## src/rtl/morse_pkg.sv

```systemverilog
// rtl/morse_pkg.sv - Morse symbol/ASCII constants, FSM states and code lookup (MORSE_PUNCT_EN adds punctuation)
package morse_pkg;

    localparam logic SYM_DOT  = 1'b0;
    localparam logic SYM_DASH = 1'b1;

    localparam logic [7:0] CH_SPACE   = 8'h20;
    localparam logic [7:0] CH_INVALID = 8'h3F;

    typedef enum logic [1:0] {
        IDLE,
        ACCUM,
        SPACE
    } state_t;

    typedef struct packed {
        logic       ok;
        logic [7:0] ch;
    } lookup_t;

    // The key places a sentinel 1 above the first symbol so that codes of
    // different lengths never alias (e.g. "E" = 1_0, "I" = 1_00).
    function automatic lookup_t morse_lookup(input logic [3:0] len, input logic [7:0] code);
        logic [8:0] key;
        lookup_t    r;
        key  = (9'd1 << len) | {1'b0, code};
        r.ok = 1'b1;
        r.ch = CH_INVALID;
        case (key)
            9'b1_01:     r.ch = "A";
            9'b1_1000:   r.ch = "B";
            9'b1_1010:   r.ch = "C";
            9'b1_100:    r.ch = "D";
            9'b1_0:      r.ch = "E";
            9'b1_0010:   r.ch = "F";
            9'b1_110:    r.ch = "G";
            9'b1_0000:   r.ch = "H";
            9'b1_00:     r.ch = "I";
            9'b1_0111:   r.ch = "J";
            9'b1_101:    r.ch = "K";
            9'b1_0100:   r.ch = "L";
            9'b1_11:     r.ch = "M";
            9'b1_10:     r.ch = "N";
            9'b1_111:    r.ch = "O";
            9'b1_0110:   r.ch = "P";
            9'b1_1101:   r.ch = "Q";
            9'b1_010:    r.ch = "R";
            9'b1_000:    r.ch = "S";
            9'b1_1:      r.ch = "T";
            9'b1_001:    r.ch = "U";
            9'b1_0001:   r.ch = "V";
            9'b1_011:    r.ch = "W";
            9'b1_1001:   r.ch = "X";
            9'b1_1011:   r.ch = "Y";
            9'b1_1100:   r.ch = "Z";
            9'b1_11111:  r.ch = "0";
            9'b1_01111:  r.ch = "1";
            9'b1_00111:  r.ch = "2";
            9'b1_00011:  r.ch = "3";
            9'b1_00001:  r.ch = "4";
            9'b1_00000:  r.ch = "5";
            9'b1_10000:  r.ch = "6";
            9'b1_11000:  r.ch = "7";
            9'b1_11100:  r.ch = "8";
            9'b1_11110:  r.ch = "9";
            9'b1_10010:  r.ch = "/";
            9'b1_10001:  r.ch = "=";
            9'b1_01010:  r.ch = "+";
`ifdef MORSE_PUNCT_EN
            9'b1_010101: r.ch = ".";
            9'b1_110011: r.ch = ",";
            9'b1_001100: r.ch = "?";
            9'b1_011110: r.ch = "'";
            9'b1_100001: r.ch = "-";
`endif
            default:     r.ok = 1'b0;
        endcase
        return r;
    endfunction

endpackage

```

## src/rtl/morse_char_fifo.sv

```systemverilog
// rtl/morse_char_fifo.sv - first-word-fall-through character FIFO with fill count and sticky overflow
module morse_char_fifo #(
    parameter int DEPTH = 4,
    parameter int W     = 8
) (
    input  logic                     clk,
    input  logic                     clr,
    input  logic                     push,
    input  logic [W-1:0]             push_data,
    input  logic                     pop,
    output logic [W-1:0]             head,
    output logic                     not_empty,
    output logic                     overflow,
    output logic [$clog2(DEPTH):0]   fill
);
    localparam int AW = $clog2(DEPTH);

    logic [W-1:0]  mem [DEPTH];
    logic [AW-1:0] wr_ptr;
    logic [AW-1:0] rd_ptr;
    logic          full;
    logic          do_push;
    logic          do_pop;

    assign not_empty = (fill != '0);
    assign full      = (fill == (AW+1)'(DEPTH));
    assign do_pop    = pop & not_empty;
    // A pop in the same cycle frees the slot, so a push into a full FIFO still lands.
    assign do_push   = push & (~full | do_pop);
    assign head      = not_empty ? mem[rd_ptr] : '0;

    always_ff @(posedge clk or posedge clr) begin
        if (clr) begin
            for (int i = 0; i < DEPTH; i++) mem[i] <= '0;
            wr_ptr   <= '0;
            rd_ptr   <= '0;
            fill     <= '0;
            overflow <= 1'b0;
        end else begin
            if (do_push) begin
                mem[wr_ptr] <= push_data;
                wr_ptr      <= wr_ptr + 1'b1;
            end
            if (do_pop) rd_ptr <= rd_ptr + 1'b1;
            case ({do_push, do_pop})
                2'b10:   fill <= fill + 1'b1;
                2'b01:   fill <= fill - 1'b1;
                default: fill <= fill;
            endcase
            if (push && !do_push) overflow <= 1'b1;
        end
    end

endmodule

```

## src/rtl/morse_decoder_stream.sv

```systemverilog
// rtl/morse_decoder_stream.sv - Morse symbol accumulator/decoder feeding an ASCII FIFO (MORSE_PUNCT_EN adds punctuation)
module morse_decoder_stream
    import morse_pkg::*;
#(
    parameter int         MAX_SYMS     = 6,
    parameter int         FIFO_DEPTH   = 4,
    parameter logic [7:0] INVALID_CHAR = CH_INVALID
) (
    input  logic                          clk,
    input  logic                          clr,
    input  logic                          valid,
    input  logic                          dot,
    input  logic                          dash,
    input  logic                          lg,
    input  logic                          wg,
    output logic [7:0]                    dout,
    output logic                          dvalid,
    input  logic                          dready,
    output logic                          error,
    output logic                          overflow,
    output logic [$clog2(FIFO_DEPTH):0]   fill
);
    localparam logic [3:0] LEN_MAX = 4'(MAX_SYMS);

    generate
        if (MAX_SYMS < 5 || MAX_SYMS > 8) begin : g_bad_syms
            $error("MAX_SYMS must be in 5..8");
        end
        if (FIFO_DEPTH < 2 || (FIFO_DEPTH & (FIFO_DEPTH - 1)) != 0) begin : g_bad_depth
            $error("FIFO_DEPTH must be a power of two >= 2");
        end
`ifdef MORSE_PUNCT_EN
        if (MAX_SYMS < 6) begin : g_bad_punct
            $error("punctuation decoding needs MAX_SYMS >= 6");
        end
`endif
    endgenerate

    state_t              state;
    logic [MAX_SYMS-1:0] code;
    logic [3:0]          len;
    logic                overlong;
    logic                space_pend;

    logic                sym_take;
    logic                conflict;
    logic                gap;
    logic [MAX_SYMS-1:0] code_n;
    logic [3:0]          len_n;
    logic                ovl_n;
    logic                have_char;
    logic [7:0]          code_ext;
    lookup_t             lk;
    logic                char_bad;
    logic [7:0]          char_val;
    logic                push;
    logic [7:0]          push_data;
    logic                push_err;

    assign sym_take = valid & (dot ^ dash);
    assign conflict = valid & dot & dash;
    assign gap      = lg | wg;

    // Symbol arriving with a gap strobe is folded in before the lookup.
    always_comb begin
        code_n = code;
        len_n  = len;
        ovl_n  = overlong;
        if (conflict) begin
            ovl_n = 1'b1;
        end else if (sym_take) begin
            if (len < LEN_MAX) begin
                code_n = {code[MAX_SYMS-2:0], dash};
                len_n  = len + 4'd1;
            end else begin
                ovl_n = 1'b1;
            end
        end
    end

    always_comb begin
        code_ext                = '0;
        code_ext[MAX_SYMS-1:0]  = code_n;
    end

    assign lk        = morse_lookup(len_n, code_ext);
    assign have_char = (len_n != 4'd0) | ovl_n;
    assign char_bad  = ovl_n | ~lk.ok;
    assign char_val  = char_bad ? INVALID_CHAR : lk.ch;

    always_comb begin
        push      = 1'b0;
        push_data = CH_SPACE;
        push_err  = 1'b0;
        if (state == SPACE) begin
            push = space_pend;
        end else if (gap) begin
            if (have_char) begin
                push      = 1'b1;
                push_data = char_val;
                push_err  = char_bad;
            end else if (wg) begin
                push = 1'b1;
            end
        end
    end

    always_ff @(posedge clk or posedge clr) begin
        if (clr) begin
            state      <= IDLE;
            code       <= '0;
            len        <= '0;
            overlong   <= 1'b0;
            space_pend <= 1'b0;
            error      <= 1'b0;
        end else begin
            error <= push_err | conflict;
            if (state != SPACE && gap) begin
                code     <= '0;
                len      <= '0;
                overlong <= 1'b0;
                if (wg && have_char) begin
                    state      <= SPACE;
                    space_pend <= 1'b1;
                end else begin
                    state <= IDLE;
                end
            end else begin
                // Includes SPACE: the space is pushed while a new symbol is still captured.
                code       <= code_n;
                len        <= len_n;
                overlong   <= ovl_n;
                space_pend <= 1'b0;
                state      <= have_char ? ACCUM : IDLE;
            end
        end
    end

    morse_char_fifo #(
        .DEPTH (FIFO_DEPTH),
        .W     (8)
    ) u_fifo (
        .clk       (clk),
        .clr       (clr),
        .push      (push),
        .push_data (push_data),
        .pop       (dready),
        .head      (dout),
        .not_empty (dvalid),
        .overflow  (overflow),
        .fill      (fill)
    );

endmodule

```

## config.mk

```make
export PLATFORM = sky130hd
export DESIGN_NAME = morse_decoder_stream
export DESIGN_NICKNAME = d
export VERILOG_FILES = /design/src/rtl/morse_pkg.sv /design/src/rtl/morse_char_fifo.sv /design/src/rtl/morse_decoder_stream.sv
export SDC_FILE = /design/constraint.sdc
export NUM_CORES = 1
export LEC_CHECK = 0
export CELL_PAD_IN_SITES_DETAIL_PLACEMENT = 1
export CELL_PAD_IN_SITES_GLOBAL_PLACEMENT = 1
export CORE_UTILIZATION = 50
export DETAILED_ROUTE_END_ITERATION = 12
export GPL_ROUTABILITY_DRIVEN = 0
export PLACE_DENSITY = 0.95
export SETUP_SLACK_MARGIN = 0.15
export SYNTH_ARGS = -nofsm -noshare
export SYNTH_HDL_FRONTEND = slang
export SYNTH_SLANG_ARGS = --single-unit
```

## constraint.sdc

```tcl
create_clock -name clk -period 9.18 [get_ports clk]
set_input_delay 1.836 -clock clk [delete_from_list [all_inputs] [get_ports clk]]
set_output_delay 1.836 -clock clk [all_outputs]
set_load 0.05 [all_outputs]
```

== Word-level counts from Yosys, hierarchy flattened ==
Index checks and enable logic that the tools add are counted.
Storage, ports and cells
  logic and storage cells: 132
  memory bits (writable): 0
  memories: 0
  register bits: 55
  ROM bits: 0
  latch bits: 0
Operators by class
  reductions and logical operators: 9
  multiply operators: 0
  shift-type cells: 1
  bitwise operators: 16
  add/sub/neg operators: 5
  div/mod/pow operators: 0
  order comparisons: 4
  muxes and demuxes: 38
  equal/unequal tests: 45
Operators by type and width (number)
  one-hot mux 7 bit (39 select lines): 1
  == test 9 x 6 -> 1 bit (second input constant): 13
  == test 9 x 5 -> 1 bit (second input constant): 12
  == test 9 x 4 -> 1 bit (second input constant): 8
  two-way mux 8 bit: 8
  OR reduction 39 bit: 1
  == test 9 x 3 -> 1 bit (second input constant): 4
  bitwise mux 32 bit: 1
  two-way mux 6 bit: 4
  == test 9 x 2 -> 1 bit (second input constant): 2
  binary-select mux 8 bit (select 2 bit): 1
  demux 8 bit (select 2 bit): 1
  two-way mux 4 bit: 4
  two-way mux 1 bit: 15
  bitwise OR 9 x 6 -> 9 bit: 1
  left shift 1 x 4 -> 9 bit (first input constant): 1
  >= comparator 3 bit (second input constant): 2
  inverter 2 -> 3 bit: 2
  one-hot mux 3 bit (2 select lines): 1
  AND 1 bit: 5
  bitwise OR 1 bit: 5
  adder 2 x 1 -> 2 bit (second input constant): 2
  adder 4 x 1 -> 4 bit (second input constant): 1
  == test 2 bit (second input constant): 2
  16 further kinds: 21

== Longest topological paths before layout ==
Gate-level depths: netlist of run 1.
  depth after elaboration: 16
  gate-level depth with buffers: 17
  depth with buffers taken out: 13

== Hierarchy ==
A second synthesis of run 1 with hierarchy kept.
Unflattened totals
  cells, all modules: 397
  area total of the unflattened synthesis: 3903.7 um^2
Modules (own cells, without submodules)
  morse_decoder_stream: area an instance 2016.9 um^2, times used 1, cells an instance 271, sequential area each 375.4 um^2
  morse_char_fifo: area an instance 1886.8 um^2, times used 1, cells an instance 126, sequential area each 1001.0 um^2

== Least setup slack after synthesis of run 1 ==
Ideal clock, no wire load.
  kind: input to register
  start: in valid
  end: reg u_fifo.fill[2]
  slack: 4.220 ns
  data required time: 9.098 ns
  stages on the path: 17
  buffers on the path: 5
  data arrival time: 4.878 ns
  cell sequence: buf_2 -> inv_1 -> nor3_4 -> buf_4 -> buf_6 -> buf_4 -> mux2_2 -> o31ai_4 -> a31oi_1 -> buf_2 -> inv_1 -> ha_1 -> inv_1 -> fa_1 -> xor2_1 -> nor2_1 -> xor2_1
Between the ends
  longest elaborated chain between the ends: 11
RTL lines
  from (decl): line morse_decoder_stream.sv:11  | input logic valid,
  AND 1 bit, on equally long branches: line morse_decoder_stream.sv:60, morse_decoder_stream.sv:61
  two-way mux 4 bit / AND 1 bit (equally long branches): line morse_decoder_stream.sv:71, morse_decoder_stream.sv:61
  two-way mux 4 bit: line morse_decoder_stream.sv:69  | if (conflict) begin
  nonzero test 4 bit: line morse_decoder_stream.sv:87  | assign have_char = (len_n != 4'd0) | ovl_n;
  bitwise OR 1 bit (*): line morse_decoder_stream.sv:87
  two-way mux 1 bit (*): line morse_decoder_stream.sv:98  | if (have_char) begin
  two-way mux 1 bit (*): line morse_decoder_stream.sv:97  | end else if (gap) begin
  two-way mux 1 bit (*): line morse_decoder_stream.sv:95  | if (state == SPACE) begin
  AND 1 bit (*): line morse_char_fifo.sv:29  | assign do_push = push & (~full | do_pop);
  == test 2 x 1 -> 1 bit / == test 2 bit (equally long branches): line morse_char_fifo.sv:45  | case ({do_push, do_pop})
  one-hot mux 3 bit (2 select lines) / nonzero test 2 bit (equally long branches)
  to (signal assigned): line morse_char_fifo.sv:46  | 2'b10: fill <= fill + 1'b1;
  to (signal assigned): line morse_char_fifo.sv:47  | 2'b01: fill <= fill - 1'b1;
  to (signal assigned): line morse_char_fifo.sv:48  | default: fill <= fill;
  to (decl): line morse_char_fifo.sv:14  | output logic [$clog2(DEPTH):0] fill
Every way passes the cells marked *; elsewhere a longest branch is shown, timed or not.
A chain may end at the register's enable or synchronous reset.

== Worst setup path after layout of run 1 ==
  start: in dash
  end: reg u_fifo.mem[24] in the netlist's numbering
Between the ends
  longest elaborated chain between the ends: 16
RTL lines
  from (decl): line morse_decoder_stream.sv:13  | input logic dash,
  XOR 1 bit: line morse_decoder_stream.sv:60  | assign sym_take = valid & (dot ^ dash);
  AND 1 bit: line morse_decoder_stream.sv:60
  two-way mux 4 bit: line morse_decoder_stream.sv:71  | end else if (sym_take) begin
  two-way mux 4 bit: line morse_decoder_stream.sv:69
  left shift 1 x 4 -> 9 bit: line morse_pkg.sv:26  | key = (9'd1 << len) | {1'b0, code};
  bitwise OR 9 x 6 -> 9 bit: line morse_pkg.sv:26
  == test 9 x 6 -> 1 bit (tied with other cells): line morse_pkg.sv:29  | case (key)
  OR reduction 39 bit (no line)
  two-way mux 1 bit: line morse_pkg.sv:29
  inverter 1 bit: line morse_decoder_stream.sv:88  | assign char_bad = ovl_n | ~lk.ok;
  bitwise OR 1 bit: line morse_decoder_stream.sv:88
  two-way mux 8 bit: line morse_decoder_stream.sv:89  | assign char_val = char_bad ? INVALID_CHAR : lk.ch;
  two-way mux 8 bit: line morse_decoder_stream.sv:98
  two-way mux 8 bit: line morse_decoder_stream.sv:97
  two-way mux 8 bit: line morse_decoder_stream.sv:95
  bitwise mux 32 bit: line morse_char_fifo.sv:41  | mem[wr_ptr] <= push_data;
  to (signal, indexed assignment): line morse_char_fifo.sv:41
  to (decl): line morse_char_fifo.sv:18  | logic [W-1:0] mem [DEPTH];
Parallel ways exist; a longest one is shown, timed or not.

==> tab_implementation.tex, run 1 <==
\begin{tabular}{lr}
\hline
Metric & Value \\
\hline
\multicolumn{2}{l}{\textbf{Logic synthesis}} \\
\quad Predominant post-synthesis flop cell & sky130\_fd\_sc\_hd\_\_dfrtp\_1 \\
\quad Seq/Total Area, Yosys & 30.97\% \\
\quad Library cell with the highest instance count after synthesis & sky130\_fd\_sc\_hd\_\_nand2\_1 \\
\quad Syn avg cell area & 8.713 sq um \\
\quad Synthesized area & 0.004121 sq mm \\
\quad Number of flops mapped to enable cells by yosys & 0 \\
\quad Post-synthesis cell type with the largest combined area & sky130\_fd\_sc\_hd\_\_dfrtp\_1 \\
\quad Top cells by instance count after synthesis & sky130\_fd\_sc\_hd\_\_nand2\_1, sky130\_fd\_sc\_hd\_\_dfrtp\_1, sky130\_fd\_sc\_hd\_\_nor2\_1 \\
\quad Async S/R FF share, synth & 100.0\% \\
\quad Ys Warns & 0 \\
\quad Seq cells post-synth & 51 \\
\quad Fraction of synthesized cell area taken by the top area cell type & a little under a third \\
\quad Gate count after technology mapping & 473 \\
\quad Cell variety after synth & 77 \\
\quad Leading cell types by total area after synthesis & sky130\_fd\_sc\_hd\_\_dfrtp\_1, sky130\_fd\_sc\_hd\_\_nand2\_1, sky130\_fd\_sc\_hd\_\_mux4\_2, sky130\_fd\_sc\_hd\_\_a21oi\_1, sky130\_fd\_sc\_hd\_\_o21ai\_0 \\
\quad Net count after synthesis & 488 \\
\multicolumn{2}{l}{\textbf{Route}} \\
\quad Number of optimization iterations in the first detailed-route pass & 8 \\
\quad Antenna viol nets, final & 0 \\
\quad Count of routing violations after the opening detailed-route iteration & 302 \\
\quad Post-detailed-route DRC marker count & 0 \\
\quad Vias per cell & 6.986 \\
\quad Routed vias & 3975 \\
\quad Wirelength, routed & 13270 um \\
\quad Average wire per standard cell & 23.32 um \\
\multicolumn{2}{l}{\textbf{Floorplan}} \\
\quad Placeable Area & slightly below 0.008 sq mm \\
\quad Total I/O pin count & 22 \\
\quad Row count & 32 \\
\quad Die boundary width & 92.79 um \\
\quad Die outline area & roughly 0.0086 sq mm \\
\quad Initial core utilization & 52.52\% \\
\quad Height of the die & around 93 um \\
\multicolumn{2}{l}{\textbf{Clock network}} \\
\quad Setup Buffers After CTS & 0 \\
\quad Clk root buf & sky130\_fd\_sc\_hd\_\_clkbuf\_8 \\
\quad Register clock-pin slew on the reported worst setup and hold paths & around 0.12 ns \\
\quad Resize count post-CTS & 0 \\
\quad CTS sink cnt & 51 \\
\quad Total clock buffers created by CTS & 5 \\
\quad Buffer depth of the longest clock path & 2 \\
\quad H-tree level count & 2 \\
\quad Clock insertion delay at the later pin of the skew report & 0.33 ns \\
\quad CTS hold repair buffers & 0 \\
\quad TritonCTS clock tree & yes \\
\multicolumn{2}{l}{\textbf{Placed design}} \\
\quad Buffers on Ports & 20 \\
\quad Post-detail-place hpwl & 9691 um \\
\quad Post-place instance area & 0.004264 sq mm \\
\multicolumn{2}{l}{\textbf{Worst setup path}} \\
\quad Length in cells of the worst reg-to-reg path & 9 \\
\quad CP arrival & around 6.4 ns \\
\quad Type of the setup path with the least slack & in -> reg \\
\quad Critical path fanouts, max & 17 \\
\quad Sort of element at the start of the critical path & input port \\
\quad Crit path capture type & flip-flop \\
\quad Worst path required time & 9.35 ns \\
\multicolumn{2}{l}{\textbf{Hold path}} \\
\quad Worst min-delay path category & reg -> reg \\
\quad Depth of the worst hold-timing path & 1 \\
\multicolumn{2}{l}{\textbf{STA}} \\
\quad Final worst-path cycle share & 67.87\% \\
\quad Clock Skews & 0.02207 ns \\
\quad Final-report hold violation count & 0 \\
\quad Fmax & 0.1605 GHz \\
\quad Setup-failing EPs final & 0 \\
\quad Post-route setup TNS & 0 ns \\
\quad Relative max-transition margin & 26.30\% \\
\quad Final count of pins violating max slew & 0 \\
\quad Transition time at the pin with the least slew margin & 1.106 ns \\
\quad Time the final worst path needs with I/O delays and setup & 6.231 ns \\
\quad Setup repair after global routing missed its margin & false \\
\multicolumn{2}{l}{\textbf{Power and ir drop}} \\
\quad Power density over the cells & around 280 mW/mm\^{}2 \\
\quad Pleak & 1.716 nW \\
\quad Highest ir drop seen on vdd & 0.1245 mV \\
\quad Total power after layout & 0.001229 W \\
\multicolumn{2}{l}{\textbf{Final layout}} \\
\quad Fillers & 947 \\
\quad Antenna Cells & 0 \\
\quad Area overhead of the layout relative to synthesis & 6.254\% \\
\quad Final nets & 481 \\
\quad Utilization after layout & 55.80\% \\
\quad Area of all placed cells without fillers & 0.004379 sq mm \\
\quad Fraction of final layout cells with drive strength greater than 1 & 11.78\% \\
\multicolumn{2}{l}{\textbf{Global routing}} \\
\quad Gr ovfl total & 0 \\
\quad Initial antenna violation count & 0 \\
\quad Vias in the first global route & 4098 \\
\quad First-pass GRT wire length & 21760 um \\
\quad Maximum number of pins on one net before global-route repair & between 50 and 60 \\
\quad GRT Overall Usage & 32.50\% \\
\multicolumn{2}{l}{\textbf{Status}} \\
\quad Status & completed \\
\multicolumn{2}{l}{\textbf{Job}} \\
\quad Max capacitance violation total & 0 \\
\hline
\end{tabular}
kinds of logic after synthesis:
group,count (synthesis),share of synthesized area (%)
simple gates,171,20.92
compound gates,163,29.11
buf+inv,52,6.315
flops,51,30.97
mux,17,6.375
xor+xnor,10,3.674
fa+ha+maj,8,2.550
other cells,1,0.09099
worst max-delay path: stages:
cell,delay (ns)
sky130_fd_sc_hd__clkdlybuf4s50_1,0.78
sky130_fd_sc_hd__xor2_2,0.23
sky130_fd_sc_hd__nand3_1,0.57
sky130_fd_sc_hd__mux2_2,0.51
sky130_fd_sc_hd__a21oi_1,0.73
sky130_fd_sc_hd__nand2_1,0.20
sky130_fd_sc_hd__o32a_1,0.41
sky130_fd_sc_hd__nand4_1,0.24
sky130_fd_sc_hd__or4b_1,0.69
sky130_fd_sc_hd__a31oi_1,0.20
power by group:
group / leakage (nW) / switching, W / internal (W)
clock: 0.0548 / 0.0000884 / 0.0000824
sequential: 0.632 / 0.0000827 / 0.000309
combinational: 1.03 / 0.000414 / 0.000253
total: 1.72 / 0.000585 / 0.000644
sequential cells by signal, summed over array words and instances, names as in the netlist, 2 cells and up:
register       count
u_fifo.wr_ptr      2
code               6
u_fifo.rd_ptr      2
state              2
u_fifo.fill        3
len                4
u_fifo.mem        28
final cells by class:
| class | count | area (sq um) | share of cell area [%] |
|---|---|---|---|
| Clock buffer | 5 | 68.82 | 1.571 |
| Clock inverter | 3 | 46.29 | 1.057 |
| Inverter | 16 | 60.06 | 1.371 |
| Multi-Input combinational cell | 370 | 2585 | 59.03 |
| Sequential cell | 51 | 1276 | 29.14 |
| Tap cell | 102 | 127.6 | 2.914 |
| Timing Repair Buffer | 22 | 215.2 | 4.914 |
final timing paths:
path / from / endpoint / slack (ns)
hold reg to reg: u_fifo.overflow / u_fifo.overflow / 0.48
setup reg to reg: len[2] / u_fifo.mem[24] / 4.20
min in group asynchronous: clr / u_fifo.mem[24] / 2.10
max in group asynchronous: clr / u_fifo.mem[10] / 6.40
hold / removal: u_fifo.overflow / u_fifo.overflow / 0.48
setup / recovery: dash / u_fifo.mem[24] / 2.95
per-layer routing:
layer	up-vias	track usage (%)	routed length, um
li1	1747	-	-
met1	1973	41.66	5457
met2	188	53.98	6449
met3	67	4.269	774
met4	0	15.51	586
met5	-	0	0
layout by cell type (no fill, tap or decap), types with 4 or more instances in the layout:
master                             n
sky130_fd_sc_hd__o211ai_1          4
sky130_fd_sc_hd__inv_1            15
sky130_fd_sc_hd__o22ai_1           8
sky130_fd_sc_hd__a21oi_1          31
sky130_fd_sc_hd__a31oi_1          14
sky130_fd_sc_hd__or2_2             4
sky130_fd_sc_hd__nor3_1           12
sky130_fd_sc_hd__clkbuf_8          5
sky130_fd_sc_hd__a21o_1            6
sky130_fd_sc_hd__clkdlybuf4s50_1  20
sky130_fd_sc_hd__o31ai_1          11
sky130_fd_sc_hd__o21ai_0          30
sky130_fd_sc_hd__or3_1             7
sky130_fd_sc_hd__ha_1              6
sky130_fd_sc_hd__mux4_2            7
sky130_fd_sc_hd__mux2_2            4
sky130_fd_sc_hd__and2_1           13
sky130_fd_sc_hd__nor2b_1           4
sky130_fd_sc_hd__dfrtp_1          51
sky130_fd_sc_hd__nand3_1          10
sky130_fd_sc_hd__nand2b_1          5
sky130_fd_sc_hd__nand2_1          57
sky130_fd_sc_hd__o21a_1            6
sky130_fd_sc_hd__mux2i_1           6
sky130_fd_sc_hd__nor4_1            7
sky130_fd_sc_hd__nor2_1           32
sky130_fd_sc_hd__a21oi_2           9
stage by stage:
stage	setup WS, ns	instances	hold slack [ns]
3_3_place_gp	3.111	561	0.4443
2_1_floorplan	4.220	473	0.4409
6_report	2.949	569	0.4788
3_5_place_dp	2.729	561	0.4610
5_1_grt	2.657	569	0.4924
4_1_cts	3.005	569	0.4813
(Power assumes the default switching activity.)
==> inputs of run 2 (changes only) <==
--- a/config.mk
+++ b/config.mk
@@ -7,10 +7,10 @@
 export LEC_CHECK = 0
 export CELL_PAD_IN_SITES_DETAIL_PLACEMENT = 1
 export CELL_PAD_IN_SITES_GLOBAL_PLACEMENT = 1
-export CORE_UTILIZATION = 50
+export CORE_UTILIZATION = 47
 export DETAILED_ROUTE_END_ITERATION = 12
 export GPL_ROUTABILITY_DRIVEN = 0
-export PLACE_DENSITY = 0.95
+export PLACE_DENSITY = 0.92
 export SETUP_SLACK_MARGIN = 0.15
 export SYNTH_ARGS = -nofsm -noshare
 export SYNTH_HDL_FRONTEND = slang
==> constraint.sdc (replaced) <==
create_clock -name clk -period 6.55 [get_ports clk]
set_input_delay 1.31 -clock clk [delete_from_list [all_inputs] [get_ports clk]]
set_output_delay 1.31 -clock clk [all_outputs]
set_load 0.05 [all_outputs]
==> run 2 against run 1 <==
  * Via count down 0.58%
  * Die area is 6.2% higher
  * Non-clock buffer count grew 2
  * Sequential cell count unchanged
  * Critical path depth stayed put
  * Critical path type unchanged
  * Critical endpoint is now u_fifo.mem[1]
  * Largest cell class unchanged
  * Highest routed layer unchanged
==> tab_implementation.tex, run 2 (synthesized netlist as in run 1, its figures left out) <==
\begin{tabular}{lr}
\hline
Metric & Value \\
\hline
\multicolumn{2}{l}{\textbf{Status}} \\
\quad Status & completed \\
\multicolumn{2}{l}{\textbf{Route}} \\
\quad Antenna viol nets, final & 0 \\
\quad Routed vias & around 4000 \\
\quad Number of optimization iterations in the first detailed-route pass & 5 \\
\quad Post-detailed-route DRC marker count & 0 \\
\quad Wirelength, routed & 13120 um \\
\quad Average wire per standard cell & 22.85 um \\
\quad Count of routing violations after the opening detailed-route iteration & 472 \\
\quad Vias per cell & 6.885 \\
\multicolumn{2}{l}{\textbf{Worst setup path}} \\
\quad Critical path fanouts, max & 23 \\
\quad Type of the setup path with the least slack & in -> reg \\
\quad Crit path capture type & flip-flop \\
\quad Sort of element at the start of the critical path & input port \\
\quad Worst path required time & 6.71 ns \\
\quad CP arrival & 5.98 ns \\
\multicolumn{2}{l}{\textbf{Clock network}} \\
\quad Total clock buffers created by CTS & 5 \\
\quad Clock insertion delay at the later pin of the skew report & 0.32 ns \\
\quad Resize count post-CTS & 0 \\
\quad Clk root buf & sky130\_fd\_sc\_hd\_\_clkbuf\_8 \\
\quad Setup Buffers After CTS & 0 \\
\quad Buffer depth of the longest clock path & 2 \\
\quad CTS hold repair buffers & 0 \\
\quad H-tree level count & 2 \\
\quad Register clock-pin slew on the reported worst setup and hold paths & 0.11 ns \\
\quad CTS sink cnt & between 50 and 60 \\
\quad TritonCTS clock tree & yes \\
\multicolumn{2}{l}{\textbf{STA}} \\
\quad Fmax & between 0.15 and 0.2 GHz \\
\quad Setup-failing EPs final & 0 \\
\quad Time the final worst path needs with I/O delays and setup & 5.827 ns \\
\quad Post-route worst hold slack & roughly 0.5 ns \\
\quad Clock Skews & around 0.013 ns \\
\quad Transition time at the pin with the least slew margin & between 1 and 1.5 ns \\
\quad Relative max-transition margin & between 20\% and 30\% \\
\quad Post-route setup TNS & 0 ns \\
\quad Final-report hold violation count & 0 \\
\quad Final count of pins violating max slew & 0 \\
\quad Final worst-path cycle share & 88.96\% \\
\quad Setup repair after global routing missed its margin & false \\
\multicolumn{2}{l}{\textbf{Final layout}} \\
\quad Post-Layout Cell Count & 574 \\
\quad Antenna Cells & 0 \\
\quad Number of flip-flops in the largest register & 28 \\
\quad Area of all placed cells without fillers & $\sim$0.0044 sq mm \\
\quad Fraction of final layout cells with drive strength greater than 1 & 12.15\% \\
\quad Area overhead of the layout relative to synthesis & 6.861\% \\
\quad Final nets & 483 \\
\quad Register ranked first by flip-flop count & u\_fifo.mem \\
\quad Most common library cell in the layout ignoring fill and taps & sky130\_fd\_sc\_hd\_\_nand2\_1 \\
\quad Registers with the highest flip-flop counts & u\_fifo.mem x28, code x6, len x4 \\
\quad Most frequent cells in the layout & sky130\_fd\_sc\_hd\_\_nand2\_1, sky130\_fd\_sc\_hd\_\_dfrtp\_1, sky130\_fd\_sc\_hd\_\_nor2\_1, sky130\_fd\_sc\_hd\_\_a21oi\_1, sky130\_fd\_sc\_hd\_\_o21ai\_0 \\
\quad Fillers & 982 \\
\multicolumn{2}{l}{\textbf{Floorplan}} \\
\quad Die outline area & approximately 0.009 sq mm \\
\quad Total I/O pin count & 22 \\
\quad Placeable Area & 0.008341 sq mm \\
\quad Height of the die & 95.65 um \\
\quad Row count & 33 \\
\quad Initial core utilization & 49.41\% \\
\quad Die boundary width & 95.65 um \\
\multicolumn{2}{l}{\textbf{Placed design}} \\
\quad Number of cells in the design after placement & 566 \\
\quad Buffers on Ports & 20 \\
\quad Post-place instance area & 0.004283 sq mm \\
\quad Post-detail-place hpwl & 9635 um \\
\multicolumn{2}{l}{\textbf{Job}} \\
\quad Max capacitance violation total & 0 \\
\multicolumn{2}{l}{\textbf{Hold path}} \\
\quad Worst min-delay path category & reg -> reg \\
\multicolumn{2}{l}{\textbf{Global routing}} \\
\quad Vias in the first global route & 4033 \\
\quad Maximum number of pins on one net before global-route repair & 52 \\
\quad Routing layer with the top usage in global route & met2 \\
\quad Initial antenna violation count & 0 \\
\quad Global-route met2 utilization & approximately 48\% \\
\quad GRT Overall Usage & 30.00\% \\
\quad Met1 usage & just under 40\% \\
\quad Gr ovfl total & 0 \\
\quad GR Util met3 & around 4.5\% \\
\quad First-pass GRT wire length & between 20000 and 25000 um \\
\multicolumn{2}{l}{\textbf{Power and ir drop}} \\
\quad Highest ir drop seen on vdd & 0.1624 mV \\
\quad Pleak & 1.733 nW \\
\quad Power density over the cells & around 400 mW/mm\^{}2 \\
\hline
\end{tabular}
==> run 2: cell count changes in the layout (fill, tap and decap cells not counted) <==
cell,delta
sky130_fd_sc_hd__buf_4,+2
sky130_fd_sc_hd__clkinvlp_4,-1
sky130_fd_sc_hd__clkbuf_8,+1
==> run 2: path summary, 6_finish.rpt <==
| check | start | to | slack (ns) | depth (start not counted) |
|---|---|---|---|---|
| max in group asynchronous | clr | code[4] | 4.28 | 2 |
| hold reg to reg | u_fifo.mem[28] | u_fifo.mem[28] | 0.50 | 2 |
| hold / removal | u_fifo.mem[28] | u_fifo.mem[28] | 0.50 | 2 |
| setup reg to reg | len[3] | u_fifo.mem[1] | 1.69 | 9 |
| setup / recovery | valid | u_fifo.mem[1] | 0.72 | 10 |
| min in group asynchronous | clr | state[0] | 1.58 | 2 |
==> run 2: where the power goes <==
| part | internal, W | switching [W] | leakage (nW) |
|---|---|---|---|
| Clock | 0.000126 | 0.000119 | 0.0618 |
| Combinational | 0.000355 | 0.000584 | 1.04 |
| Sequential | 0.000433 | 0.000103 | 0.632 |
| Total | 0.000913 | 0.000806 | 1.73 |
==> run 2: area by class of cell <==
cell class	count	area (sq um)	area share (%)
Inverter	16	60.06	1.364
Clock buffer	6	82.58	1.875
Timing Repair Buffer	24	230.2	5.227
Clock inverter	2	38.79	0.8807
Tap cell	105	131.4	2.983
Multi-Input combinational cell	370	2585	58.69
Sequential cell	51	1276	28.98
==> run 2: per-stage QoR <==
step	setup slack, ns	power [W]	util, %
finish	0.7232	0.001719	52.81
global route	0.4751	0.001815	52.81
CTS	0.8297	0.001713	52.81
detailed placement	0.5262	0.001463	51.35
global placement	0.8671	0.001405	51.35
floorplan	2.116	0.001200	-
==> run 2: layer usage <==
layer | routed length [um] | part of all wire [%] | up-vias
li1 | - | - | 1744
met1 | 5592 | 43 | 1949
met2 | 6120 | 47 | 202
met3 | 894 | 6.8 | 57
met4 | 507 | 3.9 | 0
met5 | 0 | 0 | -
==> run 2: critical path, cell delays in order <==
cell and delay, ns:
sky130_fd_sc_hd__clkdlybuf4s50_1 0.69, sky130_fd_sc_hd__inv_1 0.24, sky130_fd_sc_hd__nor3_4 0.86, sky130_fd_sc_hd__mux2_2 0.54, sky130_fd_sc_hd__a211oi_1 0.67, sky130_fd_sc_hd__nand2_1 0.17, sky130_fd_sc_hd__mux2_2 0.34, sky130_fd_sc_hd__nand4_1 0.23
sky130_fd_sc_hd__or4b_1 0.70, sky130_fd_sc_hd__a31oi_1 0.21
